===== config.mk =====
export PLATFORM = sky130hd
export DESIGN_NAME = led_pwm_driver
export DESIGN_NICKNAME = d
export VERILOG_FILES = /design/src/rtl/led_pwm_pkg.sv /design/src/rtl/led_pwm_timebase.sv /design/src/rtl/led_pwm_driver.sv
export SDC_FILE = /design/constraint.sdc
export NUM_CORES = 1
export LEC_CHECK = 0
export BUFFER_PORTS_ARGS = -buffer_cell sky130_fd_sc_hd__buf_2
export CORE_ASPECT_RATIO = 1.25
export CORE_MARGIN = 2
export CORE_UTILIZATION = 45
export DETAILED_ROUTE_END_ITERATION = 8
export HOLD_SLACK_MARGIN = 0.06
export PLACE_DENSITY = 0.61
export SYNTH_ARGS = -nofsm -noshare
export SYNTH_HDL_FRONTEND = slang
export SYNTH_HIERARCHICAL = 1
export SYNTH_SLANG_ARGS = --single-unit

===== constraint.sdc =====
create_clock -name CLK -period 7.1 [get_ports CLK]
set_input_delay 0 -clock CLK [delete_from_list [all_inputs] [get_ports CLK]]
set_output_delay 0 -clock CLK [all_outputs]
set_load 0.02 [all_outputs]

===== src/rtl/led_pwm_pkg.sv =====
// led_pwm_pkg: shared register map, blink-control fields and PWM counter width
package led_pwm_pkg;
  localparam int PWM_W = 8;
  localparam logic [7:0] BRIGHT_OFS = 8'd0;
  localparam logic [7:0] BLINK_OFS = 8'd1;
  localparam logic [7:0] MASK_LO_OFS = 8'd2;
  localparam logic [7:0] MASK_HI_OFS = 8'd3;
  localparam logic [7:0] NUM_REGS = 8'd4;
  localparam int BLINK_EN_BIT = 7;
  localparam int BLINK_HALF_MSB = 6;
  localparam logic [7:0] BRIGHT_RST = 8'hFF;
endpackage


===== src/rtl/led_pwm_timebase.sv =====
// led_pwm_timebase: prescaler and 8-bit PWM counter with frame strobe
// CLK/RESET: clock, sync active-high reset; pwm_cnt: current PWM level;
// frame: high for the single tick cycle where pwm_cnt wraps 255->0
module led_pwm_timebase
  import led_pwm_pkg::*;
#(
  parameter int PRESCALE_DIV = 100
) (
  input  logic             CLK,
  input  logic             RESET,
  output logic [PWM_W-1:0] pwm_cnt,
  output logic             frame
);
  localparam int PW = $clog2(PRESCALE_DIV);
  logic [PW-1:0] presc_q, presc_d;
  logic [PWM_W-1:0] pwm_q, pwm_d;
  logic tick;
  always_comb begin
    tick = presc_q == PW'(PRESCALE_DIV - 1);
    frame = tick & (pwm_q == '1);
    presc_d = tick ? '0 : presc_q + 1'b1;
    pwm_d = tick ? pwm_q + 1'b1 : pwm_q;
  end
  always_ff @(posedge CLK) begin
    if (RESET) begin
      presc_q <= '0;
      pwm_q <= '0;
    end else begin
      presc_q <= presc_d;
      pwm_q <= pwm_d;
    end
  end
  assign pwm_cnt = pwm_q;
endmodule


===== src/rtl/led_pwm_driver.sv =====
// led_pwm_driver: frame-synchronous PWM brightness and per-LED blink for 16 LEDs
// CLK/RESET: clock, sync active-high reset
// BUS_ADDR/BUS_DATA/BUS_WE: write-only register bus (BRIGHT, BLINK_CTRL, MASK_LO, MASK_HI)
// LED_PATTERN: pattern in; LED_OUT: registered pin drive; FRAME_SYNC: pulse after each frame boundary
module led_pwm_driver
  import led_pwm_pkg::*;
#(
  parameter logic [7:0] BASE_ADDR = 8'hC2,
  parameter int PRESCALE_DIV = 100,
  parameter int BLINK_UNIT = 64
) (
  input  logic        CLK,
  input  logic        RESET,
  input  logic [7:0]  BUS_ADDR,
  input  logic [7:0]  BUS_DATA,
  input  logic        BUS_WE,
  input  logic [15:0] LED_PATTERN,
  output logic [15:0] LED_OUT,
  output logic        FRAME_SYNC
);
  localparam int CW = $clog2(128 * BLINK_UNIT);
  logic [PWM_W-1:0] pwm_cnt;
  logic frame;
  led_pwm_timebase #(.PRESCALE_DIV(PRESCALE_DIV)) u_timebase (
    .CLK(CLK),
    .RESET(RESET),
    .pwm_cnt(pwm_cnt),
    .frame(frame)
  );
  logic [7:0] ofs;
  logic wr, en, blink_hold, blink_last, pwm_on;
  logic [6:0] half;
  logic [7:0] stg_bright_q, stg_bright_d, stg_blink_q, stg_blink_d;
  logic [15:0] stg_mask_q, stg_mask_d;
  logic [7:0] bright_q, bright_d, blink_q, blink_d;
  logic [15:0] mask_q, mask_d, pattern_q, pattern_d, led_q, led_d;
  logic [CW-1:0] blink_cnt_q, blink_cnt_d;
  logic phase_q, phase_d, fs_q, fs_d;
  always_comb begin
    ofs = BUS_ADDR - BASE_ADDR;
    wr = BUS_WE & (ofs < NUM_REGS);
    stg_bright_d = (wr && ofs == BRIGHT_OFS) ? BUS_DATA : stg_bright_q;
    stg_blink_d = (wr && ofs == BLINK_OFS) ? BUS_DATA : stg_blink_q;
    stg_mask_d = {(wr && ofs == MASK_HI_OFS) ? BUS_DATA : stg_mask_q[15:8],
                  (wr && ofs == MASK_LO_OFS) ? BUS_DATA : stg_mask_q[7:0]};
    // active copies take the staging value as it stood before this cycle's write
    bright_d = frame ? stg_bright_q : bright_q;
    blink_d = frame ? stg_blink_q : blink_q;
    mask_d = frame ? stg_mask_q : mask_q;
    pattern_d = frame ? LED_PATTERN : pattern_q;
    en = blink_q[BLINK_EN_BIT];
    half = blink_q[BLINK_HALF_MSB:0];
    blink_hold = !en || half == 7'd0;
    blink_last = int'(blink_cnt_q) == int'(half) * BLINK_UNIT - 1;
    blink_cnt_d = blink_hold ? '0 : frame ? (blink_last ? '0 : blink_cnt_q + 1'b1) : blink_cnt_q;
    phase_d = blink_hold ? 1'b0 : (frame && blink_last) ? ~phase_q : phase_q;
    pwm_on = bright_q == 8'hFF || pwm_cnt < bright_q;
    led_d = pattern_q & {16{pwm_on}} & ~(mask_q & {16{en & phase_q}});
    fs_d = frame;
  end
  always_ff @(posedge CLK) begin
    if (RESET) begin
      stg_bright_q <= BRIGHT_RST;
      stg_blink_q <= '0;
      stg_mask_q <= '0;
      bright_q <= BRIGHT_RST;
      blink_q <= '0;
      mask_q <= '0;
      pattern_q <= '0;
      blink_cnt_q <= '0;
      phase_q <= 1'b0;
      led_q <= '0;
      fs_q <= 1'b0;
    end else begin
      stg_bright_q <= stg_bright_d;
      stg_blink_q <= stg_blink_d;
      stg_mask_q <= stg_mask_d;
      bright_q <= bright_d;
      blink_q <= blink_d;
      mask_q <= mask_d;
      pattern_q <= pattern_d;
      blink_cnt_q <= blink_cnt_d;
      phase_q <= phase_d;
      led_q <= led_d;
      fs_q <= fs_d;
    end
  end
  assign LED_OUT = led_q;
  assign FRAME_SYNC = fs_q;
endmodule


==> summary.md, run 1 <==
| Metric | Value |
|---|---|
| Drt total wl | `11100 um` |
| Pleak | `2.63 nW` |
| Via-to-Cell Ratio | `5.15` |
| Seq cells post-synth | `126` |
| Final setup violating endpoints | `0` |
| Htree depth | `4` |
| Pint | `0.00143 W` |
| Clock power share | `0.570` |
| Overall power | `0.00175 W` |
| Antenna viol nets, final | `0` |
| Flop pwr share | `0.405` |
| Ant diodes | `0` |
| Largest net degree at the start of global routing | `94` |
| CP arrival | `4180 ps` |
| Slew at the pin with the worst max-slew slack | `956 ps` |
| Detail Placement HPWL | `7070 um` |
| GP Congestion | `0.822` |
| Critical path endpoint category | `flip-flop` |
| DRT Pass-1 Iters | `5` |
| Netlist cell types | `45` |
| Rows | `44` |
| Clock tree root buffer cell | `clkbuf_16` |
| Postcts setup bufs | `0` |
| Ranking of synthesized cells by area | `dfxtp_1 48%, mux2i_1 14%, nor2_1 5.6%, nand2_1 4.4%, ha_1 3.1%` |
| CTS Buf Count | `17` |
| Critical Path Source Type | `flip-flop` |
| Hold buffer count at CTS | `29` |
| Fill count | `968` |
| Worst Reg-to-Reg Cells | `8` |
| Worst EP required | `7420 ps` |
| Syn. warnings | `6` |
| Max VDD drop | `0.000186 V` |
| Worst Hold End | `stg_mask_q[3]$_SDFFE_PP0P_` |
| R2r endpoint | `blink_cnt_q[9]$_SDFFE_PP0P_` |
| Register area share after synthesis | `0.481` |
| Clk_skew | `11.1 ps` |
| Per-cell routed wire length | `14.2 um` |
| Final nets | `675` |
| Core area | `0.0115 mm^2` |
| Relative slew slack | `0.363` |
| Final min period | `3870 ps` |
| Status | `finished, final reports clean` |
| Fin. max-slew vios | `0` |
| WHS Path Cells | `5` |
| Max FO, Critical Path | `59` |
| Total Routing Usage GR | `0.185` |
| Post-synth EDFFs | `0` |
| TritonCTS clock tree | `built` |
| Crit path max-delay cell type | `or4b_1` |
| Hold Startpoint | `BUS_ADDR[1]` |
| Post-Syn Area | `0.00525 mm^2` |
| First-pass GRT wire length | `18500 um` |
| Setup TNS | `0 ps` |
| Syn nets | `601` |
| Initial antenna violation count | `0` |
| Pwr Density | `267 mW/mm^2` |
| Reg2reg start | `u_timebase/presc_q[4]$_SDFF_PP0_` |
| Worst-path clk slew | `50 ps` |
| Worst min path class | `in2reg` |
| Synth Instances | `553` |
| Max_cap viols | `0` |
| PortBufs | `51` |
| R2R setup slack | `3230 ps` |
| DRT iter0 DRCs | `146` |
| CP Cell Sequence | `or4b_1 -> nor4_2 -> buf_4 -> clkinv_1 -> nor3_1 -> nand3_1 -> xnor2_1 -> nor3b_1` |
| Area grow syn2layout | `25.2%` |
| FFs w/ async S/R, synth | `0` |
| # resized after CTS | `0` |
| Starting Density | `0.456` |
| Logic pwr share | `0.025` |
| Switching pwr | `0.000327 W` |
| RSZ-0062 raised after global routing | `false` |
| Post-route DRC | `0` |
| Leading area contributor after synthesis | `dfxtp_1` |
| Final Hold Fails | `0` |
| Tcrit/Tclk final | `0.544` |
| Worst skew pair latency | `410 ps` |
| Sw frac | `0.187` |
| Top_reg_cell synth | `dfxtp_1` |
| CTS Buffer Depth | `2` |
| Avg Inst Size Synth | `9.49 um^2` |
| DIE AREA | `0.0125 mm^2` |
| Post-synth top area share | `0.481` |
| Synth cell count leaders | `126 x dfxtp_1, 79 x nor2_1, 74 x mux2i_1` |
| Die Height | `125 um` |
| Slowest stage delay, CP | `780 ps` |
| Crit path kind | `reg2reg` |
| Via count | `4009` |
| Count leader, synth | `dfxtp_1` |
| Vias in the first global route | `3924` |
| Fmax | `259 MHz` |
| Die width | `101 um` |
| Total global routing overflow | `0` |
| Share of cells above drive strength 1 | `0.148` |
| Io pins | `52` |
| TritonCTS Sinks | `126` |
## cell type report
class / instances / area [um^2] / share of cell area
clock buffer: 22 / 484 / 0.0737
clock inverter: 10 / 206 / 0.0314
inverter: 19 / 71.3 / 0.0109
multi-input combinational: 379 / 2540 / 0.386
sequential: 126 / 2520 / 0.384
tap: 138 / 173 / 0.0263
timing repair buffer: 84 / 576 / 0.0876
## sequential cells by signal, indices dropped and copies added (netlist names), 13 cells and up
register     flops
LED_OUT         16
mask_q          16
pattern_q       16
stg_mask_q      16
blink_cnt_q     13
## power groups by stage
stage | combinational (W) | sequential (W) | clock (W)
after global placement | 0.0000331 | 0.000725 | 0
after detailed placement | 0.0000339 | 0.000726 | 0
after floorplan | 0.0000159 | 0.000725 | 0
after global routing | 0.0000487 | 0.000710 | 0.00104
final | 0.0000442 | 0.000710 | 0.000998
after CTS | 0.0000446 | 0.000710 | 0.00101
## placed cells by master, fill, tap and decap left out, types with 4 or more instances in the layout
cell	instances
inv_1	17
nand3b_1	4
nand2_1	62
o31ai_1	7
clkbuf_16	17
ha_1	13
a21oi_1	12
nor3_1	12
dlygate4sd3_1	29
dfxtp_1	126
clkbuf_8	4
a211oi_1	17
or4_1	5
nand3_1	10
o21ai_0	5
buf_2	51
buf_4	4
nand4_1	9
xor2_1	16
mux2i_1	74
or3_1	4
xnor2_1	9
nor2_1	79
and3_1	4
bufinv_16	6
o211ai_1	8
## metrics by stage
step           utilization  area, um^2  worst slack, ps  instances  hold WS, ps
6_report             0.571        6570             3230        778          145
5_1_grt              0.571        6570             2900        778          175
4_1_cts              0.571        6570             3230        778          136
3_5_place_dp         0.486        5590             3250        717          244
3_3_place_gp         0.486        5590             3370        717          239
2_1_floorplan            -        5250             4410        553          128
## routing by layer
layer,vias to the layer above,GRT usage,part of all wire
li1,2065,-,-
met1,1879,0.216,0.46
met2,53,0.320,0.50
met3,12,0.0410,0.029
met4,0,0.0790,0.011
met5,-,0,0
## logic make-up after synthesis
| family | after synthesis | synth area share |
|---|---|---|
| multiplexers | 76 | 0.145 |
| AND/OR/NAND/NOR | 208 | 0.188 |
| AO/OA/AOI/OAI | 57 | 0.0751 |
| flip-flops | 126 | 0.481 |
| buffers and inverters | 48 | 0.0381 |
| adder cells (fa/ha/maj) | 13 | 0.0310 |
| XOR/XNOR | 25 | 0.0417 |
## critical path, delay by kind of cell, from the launching register on
kind | cells | cell delay [ps]
flops | 1 | 330
xor+xnor | 1 | 160
buf+inv | 2 | 1150
simple gates | 5 | 2100
## worst max path at each step
stage / start / to / slack [ps] / cells past startpoint
after floorplan: u_timebase/presc_q[4]$_SDFF_PP0_ / blink_cnt_q[9]$_SDFFE_PP0P_ / 4410 / 10
after global placement: u_timebase/presc_q[4]$_SDFF_PP0_ / blink_cnt_q[9]$_SDFFE_PP0P_ / 3370 / 8
after detailed placement: u_timebase/presc_q[2]$_SDFF_PP0_ / blink_cnt_q[9]$_SDFFE_PP0P_ / 3250 / 8
after CTS: u_timebase/presc_q[2]$_SDFF_PP0_ / blink_cnt_q[9]$_SDFFE_PP0P_ / 3230 / 8
after global routing: u_timebase/presc_q[4]$_SDFF_PP0_ / blink_cnt_q[9]$_SDFFE_PP0P_ / 2900 / 8
final: u_timebase/presc_q[4]$_SDFF_PP0_ / blink_cnt_q[9]$_SDFFE_PP0P_ / 3230 / 8
Note: power is estimated with default switching activity, not from simulation.
==> run 2, diff against run 1 <==
- PLACE_DENSITY: 0.61 -> 0.64
- clock period: 7.1 -> 3.4 ns (I/O delays scaled with it)
==> run 2 against run 1 <==
  * Total power increased by 86%
  * Die area unchanged
  * Final cell count increased by 0.39%
  * Highest routed layer unchanged
  * Clock power rose by 69%
  * Clock skew is 2.7 ps lower
  * Largest power group unchanged
  * First-iteration DRC count rose by 0.68%
==> summary.md, run 2 (same netlist as run 1, synthesis figures left out) <==
| Metric | Value |
|---|---|
| Utilization after layout | `0.562 (was 0.571)` |
| CP Launch Point | `u_timebase/presc_q[4]$_SDFF_PP0_ (unchanged)` |
| Final nets | `678 (was 675)` |
| Clock tree root buffer cell | `clkbuf_16 (unchanged)` |
| CP Cell Sequence | `or4b_1 -> nor4_2 -> clkinv_1 -> nor3_1 -> nand3_1 -> xnor2_1 -> nor3b_1 (was or4b_1 -> nor4_2 -> buf_4 -> clkinv_1 -> nor3_1 -> nand3_1 -> xnor2_1 -> nor3b_1)` |
| Area grow syn2layout | `23.2% (was 25.2%)` |
| Crit path kind | `reg2reg (unchanged)` |
| CP arrival | `3110 ps (was 4180 ps)` |
| Starting Density | `0.456 (unchanged)` |
| First-pass GRT wire length | `19700 um (was 18500 um)` |
| Relative slew slack | `0.403 (was 0.363)` |
| Commonest non-fill, non-tap cell in the layout | `dfxtp_1 (unchanged)` |
| Slowest stage delay, CP | `780 ps (about the same)` |
| Pwr Density | `504 mW/mm^2 (was 267 mW/mm^2)` |
| Die Height | `125 um (unchanged)` |
| Slew at the pin with the worst max-slew slack | `896 ps (was 956 ps)` |
| Max_cap viols | `0 (unchanged)` |
| Critical Path Source Type | `flip-flop (unchanged)` |
| Via count | `4132 (was 4009)` |
| Final setup violating endpoints | `0 (unchanged)` |
| DIE AREA | `0.0125 mm^2 (unchanged)` |
| Worst Path Buf+Inv | `1 (was 2)` |
| Worst min path class | `in2reg (unchanged)` |
| Share of cells above drive strength 1 | `0.149 (was 0.148)` |
| Pleak | `2.57 nW (was 2.63 nW)` |
| DRT Pass-1 Iters | `4 (was 5)` |
| TritonCTS Sinks | `126 (unchanged)` |
| Postcts setup bufs | `0 (unchanged)` |
| Status | `finished, final reports clean (unchanged)` |
| RSZ-0062 raised after global routing | `false (unchanged)` |
| Antenna viol nets, final | `0 (unchanged)` |
| Worst EP required | `3710 ps (was 7420 ps)` |
| Die width | `101 um (unchanged)` |
| TritonCTS clock tree | `built (unchanged)` |
| Total Routing Usage GR | `0.196 (was 0.185)` |
| Vias in the first global route | `4213 (was 3924)` |
| Worst skew pair latency | `410 ps (about the same)` |
| Worst-path clk slew | `50 ps (about the same)` |
| GP Congestion | `0.802 (was 0.822)` |
| Fmax | `357 MHz (was 259 MHz)` |
| Setup TNS | `0 ps (unchanged)` |
| Final min period | `2800 ps (was 3870 ps)` |
| Via-to-Cell Ratio | `5.29 (was 5.15)` |
| Rows | `44 (unchanged)` |
| Max FO, Critical Path | `16 (was 59)` |
| Io pins | `52 (unchanged)` |
| Htree depth | `4 (unchanged)` |
| Fin. max-slew vios | `0 (unchanged)` |
| Post-route DRC | `0 (unchanged)` |
| Drt total wl | `11400 um (was 11100 um)` |
| Clk_skew | `8.46 ps (was 11.1 ps)` |
| Hold Startpoint | `RESET (was BUS_ADDR[1])` |
| Core area | `0.0115 mm^2 (unchanged)` |
| Final Hold Fails | `0 (unchanged)` |
| Max VDD drop | `0.000322 V (was 0.000186 V)` |
| CTS Buf Count | `17 (unchanged)` |
| Per-cell routed wire length | `14.7 um (was 14.2 um)` |
| Largest net degree at the start of global routing | `93 (was 94)` |
| Critical path endpoint category | `flip-flop (unchanged)` |
| Total global routing overflow | `0 (unchanged)` |
| Reg2reg start | `u_timebase/presc_q[4]$_SDFF_PP0_ (unchanged)` |
| Ant diodes | `0 (unchanged)` |
| CTS Buffer Depth | `2 (unchanged)` |
| Tcrit/Tclk final | `0.824 (was 0.544)` |
| Fill count | `1011 (was 968)` |
| Initial antenna violation count | `0 (unchanged)` |
| Overall power | `0.00326 W (was 0.00175 W)` |
| PortBufs | `51 (unchanged)` |
| Most frequent cells in the layout | `126 x dfxtp_1, 79 x nor2_1, 74 x mux2i_1 (unchanged)` |
| Crit path max-delay family | `simple AND/OR/NAND/NOR gates (unchanged)` |
| DRT iter0 DRCs | `147 (was 146)` |
| Crit path max-delay cell type | `or4b_1 (unchanged)` |
| Detail Placement HPWL | `7400 um (was 7070 um)` |
==> run 2: cell count changes in the layout (fill, tap and decap cells not counted) <==
cell	before	now
clkbuf_8	4	1
dlygate4sd3_1	29	31
bufinv_16	6	1
inv_6	0	2
clkinv_4	1	2
clkinv_2	2	4
buf_4	4	5
clkinvlp_4	1	4
==> run 2: repair_timing <==
item,4_1_cts,5_1_grt
gates resized for setup,0,0
setup endpoints to repair,0,0
hold buffers,31,0
endpoints found under the hold margin,48,0
==> run 2: report_power, final <==
group          switching [W]  internal, W   total, W
logic              0.0000495    0.0000440  0.0000935
clock network       0.000662      0.00102    0.00169
registers         0.00000255      0.00148    0.00148
==> run 2: through the flow <==
stage / setup WS [ps] / instances / cell area (um^2) / hold slack (ps)
final: 600 / 781 / 6470 / 101
after global routing: 242 / 781 / 6470 / 111
after CTS: 603 / 781 / 6470 / 87.4
after detailed placement: 629 / 718 / 5600 / 249
after global placement: 703 / 718 / 5600 / 236
after floorplan: 712 / 553 / 5250 / 128
==> run 2: layer usage <==
layer  wire, um  vias up  part of all wire  track usage
met3        319       21             0.028       0.0438
met5          0        -                 0            0
met4        365        0             0.032       0.0983
met2       5880       82              0.51        0.335
li1           -     2069                 -            -
met1       4890     1960              0.43        0.225
==> run 2: final timing paths <==
path,to,slack [ps],cells past startpoint
setup / recovery,blink_cnt_q[9]$_SDFFE_PP0P_,600,7
hold reg to reg,LED_OUT[2]$_SDFF_PP0_,440,2
setup reg to reg,blink_cnt_q[9]$_SDFFE_PP0P_,600,7
hold / removal,stg_bright_q[4]$_SDFFE_PP1P_,100,3
==> run 2: cell type report <==
| class | count | area (um^2) | area share |
|---|---|---|---|
| Clock buffer | 19 | 443 | 0.0685 |
| Clock inverter | 13 | 115 | 0.0178 |
| Inverter | 19 | 71.3 | 0.0110 |
| Multi-Input combinational cell | 379 | 2540 | 0.393 |
| Sequential cell | 126 | 2520 | 0.390 |
| Tap cell | 138 | 173 | 0.0267 |
| Timing Repair Buffer | 87 | 603 | 0.0933 |
==> run 2: tightest hold or removal path: cells and delay by family <==
kind          cells  cell delay, ps
simple gates      1              80
buf+inv           2             380
==> run 3, diff against run 2 <==
- PLACE_DENSITY: 0.64 -> 0.61
- clock period: 3.4 -> 2.72 ns (I/O delays scaled with it)
==> run 3 against run 2 <==
  * Wire length decreased by 2.2%
  * Clock skew decreased by 1.6 ps
  * Combinational power increased by 24%
  * Final cell count increased by 0.51%
  * Flip-flop and latch count unchanged
  * Global-route usage decreased by 0.69 points
  * Total power increased by 28%
  * Critical path type unchanged
==> summary.md, run 3 (same netlist as run 1, synthesis figures left out) <==
| Metric | Value |
|---|---|
| Max VDD drop | `0.000428 V (was 0.000322 V)` |
| RSZ-0062 raised after global routing | `false (unchanged)` |
| Crit path kind | `reg2reg (unchanged)` |
| Total Routing Usage GR | `0.189 (was 0.196)` |
| Crit path max-delay family | `simple AND/OR/NAND/NOR gates (unchanged)` |
| R2r endpoint | `pattern_q[11]$_SDFFE_PP0P_ (was blink_cnt_q[9]$_SDFFE_PP0P_)` |
| Post-route DRC | `0 (unchanged)` |
| Per-cell routed wire length | `14.3 um (was 14.7 um)` |
| Clock tree root buffer cell | `clkbuf_16 (unchanged)` |
| Worst-path clk slew | `60 ps (was 50 ps)` |
| CP arrival | `2810 ps (was 3110 ps)` |
| Max FO, Critical Path | `58 (was 16)` |
| Status | `finished, final reports clean (unchanged)` |
| Postcts setup bufs | `0 (unchanged)` |
| Slew at the pin with the worst max-slew slack | `881 ps (was 896 ps)` |
| Final Hold Fails | `0 (unchanged)` |
| GP Congestion | `0.743 (was 0.802)` |
| Placed instance area | `0.00561 mm^2 (was 0.00560 mm^2)` |
| Worst skew pair latency | `410 ps (about the same)` |
| Total global routing overflow | `0 (unchanged)` |
| Fill count | `1051 (was 1011)` |
| Final nets | `683 (was 678)` |
| First-pass GRT wire length | `19000 um (was 19700 um)` |
| Worst EP required | `2990 ps (was 3710 ps)` |
| Worst Path Buf+Inv | `1 (unchanged)` |
| Detail Placement HPWL | `7170 um (was 7400 um)` |
| CTS Buf Count | `17 (unchanged)` |
| Crit path max-delay cell type | `buf_4 (was or4b_1)` |
| Initial antenna violation count | `0 (unchanged)` |
| Ant diodes | `0 (unchanged)` |
| Hold Startpoint | `BUS_ADDR[1] (was RESET)` |
| Htree depth | `4 (unchanged)` |
| DRT Pass-1 Iters | `5 (was 4)` |
| WHS Path Cells | `5 (was 3)` |
| Area grow syn2layout | `24.6% (was 23.2%)` |
| Antenna viol nets, final | `0 (unchanged)` |
| Die Height | `125 um (unchanged)` |
| Fmax | `393 MHz (was 357 MHz)` |
| Pwr Density | `641 mW/mm^2 (was 504 mW/mm^2)` |
| Commonest non-fill, non-tap cell in the layout | `dfxtp_1 (unchanged)` |
| Slowest stage delay, CP | `750 ps (was 780 ps)` |
| Via-to-Cell Ratio | `5.19 (was 5.29)` |
| Io pins | `52 (unchanged)` |
| Relative slew slack | `0.413 (was 0.403)` |
| TritonCTS Sinks | `126 (unchanged)` |
| Post-route cell area | `0.00654 mm^2 (was 0.00647 mm^2)` |
| Tcrit/Tclk final | `0.935 (was 0.824)` |
| Reg2reg start | `u_timebase/presc_q[4]$_SDFF_PP0_ (unchanged)` |
| Max_cap viols | `0 (unchanged)` |
| Die width | `101 um (unchanged)` |
| Most frequent cells in the layout | `126 x dfxtp_1, 79 x nor2_1, 74 x mux2i_1 (unchanged)` |
| Final setup violating endpoints | `0 (unchanged)` |
| Worst Reg-to-Reg Cells | `5 (was 7)` |
| Starting Density | `0.456 (unchanged)` |
| CP Cell Sequence | `or4b_1 -> nor4_2 -> buf_4 -> mux2i_1 -> nor2_1 (was or4b_1 -> nor4_2 -> clkinv_1 -> nor3_1 -> nand3_1 -> xnor2_1 -> nor3b_1)` |
| Worst min path class | `in2reg (unchanged)` |
| DRT iter0 DRCs | `170 (was 147)` |
| Worst Hold End | `stg_mask_q[4]$_SDFFE_PP0P_ (was stg_bright_q[4]$_SDFFE_PP1P_)` |
| CTS Buffer Depth | `2 (unchanged)` |
| Core area | `0.0115 mm^2 (unchanged)` |
| R2R setup slack | `180 ps (was 600 ps)` |
| Share of cells above drive strength 1 | `0.150 (was 0.149)` |
| Vias in the first global route | `3953 (was 4213)` |
| DIE AREA | `0.0125 mm^2 (unchanged)` |
| Via count | `4074 (was 4132)` |
| CP Launch Point | `u_timebase/presc_q[4]$_SDFF_PP0_ (unchanged)` |
| Final min period | `2540 ps (was 2800 ps)` |
| Setup TNS | `0 ps (unchanged)` |
| Critical Path Source Type | `flip-flop (unchanged)` |
| Fin. max-slew vios | `0 (unchanged)` |
| PortBufs | `51 (unchanged)` |
| Rows | `44 (unchanged)` |
| Critical path endpoint category | `flip-flop (unchanged)` |
| Drt total wl | `11200 um (was 11400 um)` |
| Clk_skew | `6.86 ps (was 8.46 ps)` |
| TritonCTS clock tree | `built (unchanged)` |
| Pleak | `2.62 nW (was 2.57 nW)` |
| Largest net degree at the start of global routing | `81 (was 93)` |
==> run 3: how the worst max path moves through the flow <==
stage | end | slack (ps) | cells after the start
detailed placement | blink_cnt_q[2]$_SDFFE_PP0P_ | 210 | 6
global route | mask_q[14]$_SDFFE_PP0P_ | 0.4 | 6
global placement | blink_cnt_q[2]$_SDFFE_PP0P_ | 250 | 6
floorplan | blink_cnt_q[9]$_SDFFE_PP0P_ | 30 | 10
finish | pattern_q[11]$_SDFFE_PP0P_ | 180 | 5
CTS | pattern_q[11]$_SDFFE_PP0P_ | 180 | 5
==> run 3: cell type report <==
cell class	instances	area (um^2)	area share
clock buffer	22	474	0.0725
clock inverter	9	110	0.0168
inverter	19	71.3	0.0109
multi-input combinational	379	2540	0.388
sequential	126	2520	0.386
tap	138	173	0.0264
timing repair buffer	92	648	0.0991
==> run 3: report_power, final <==
part,leakage [nW],switching [W],internal (W)
sequential,1.02,0.00000322,0.00185
clock,0.279,0.000801,0.00142
combinational,1.32,0.0000603,0.0000558
total,2.62,0.000865,0.00332
==> run 3: metrics by stage <==
stage / power, W / hold slack, ps / setup WS (ps) / util / instances
after detailed placement: 0.00198 / 241 / 211 / 0.488 / 720
after global routing: 0.00433 / 156 / 0.357 / 0.568 / 785
final: 0.00419 / 145 / 177 / 0.568 / 785
after floorplan: 0.00193 / 128 / 31.7 / - / 553
after global placement: 0.00198 / 239 / 248 / 0.488 / 720
after CTS: 0.00423 / 138 / 184 / 0.568 / 785
==> run 3: worst register-to-register path: stages, from the launching register on <==
cell and delay [ps]:
dfxtp_1 330, or4b_1 570, nor4_2 360, buf_4 750, mux2i_1 340, nor2_1 50
==> run 3: metal layers <==
metal / wire length, um / GRT usage / up-vias
met5: 0 / 0 / -
met3: 339 / 0.0477 / 9
met4: 110 / 0.0637 / 0
met2: 5700 / 0.317 / 66
li1: - / - / 2071
met1: 5040 / 0.232 / 1928
==> run 3: repair_timing <==
item                                    4_1_cts  5_1_grt
resized for setup                             0        1
endpoints found under the hold margin        57        0
endpoints found under the setup margin        0        2
hold buffers                                 34        0
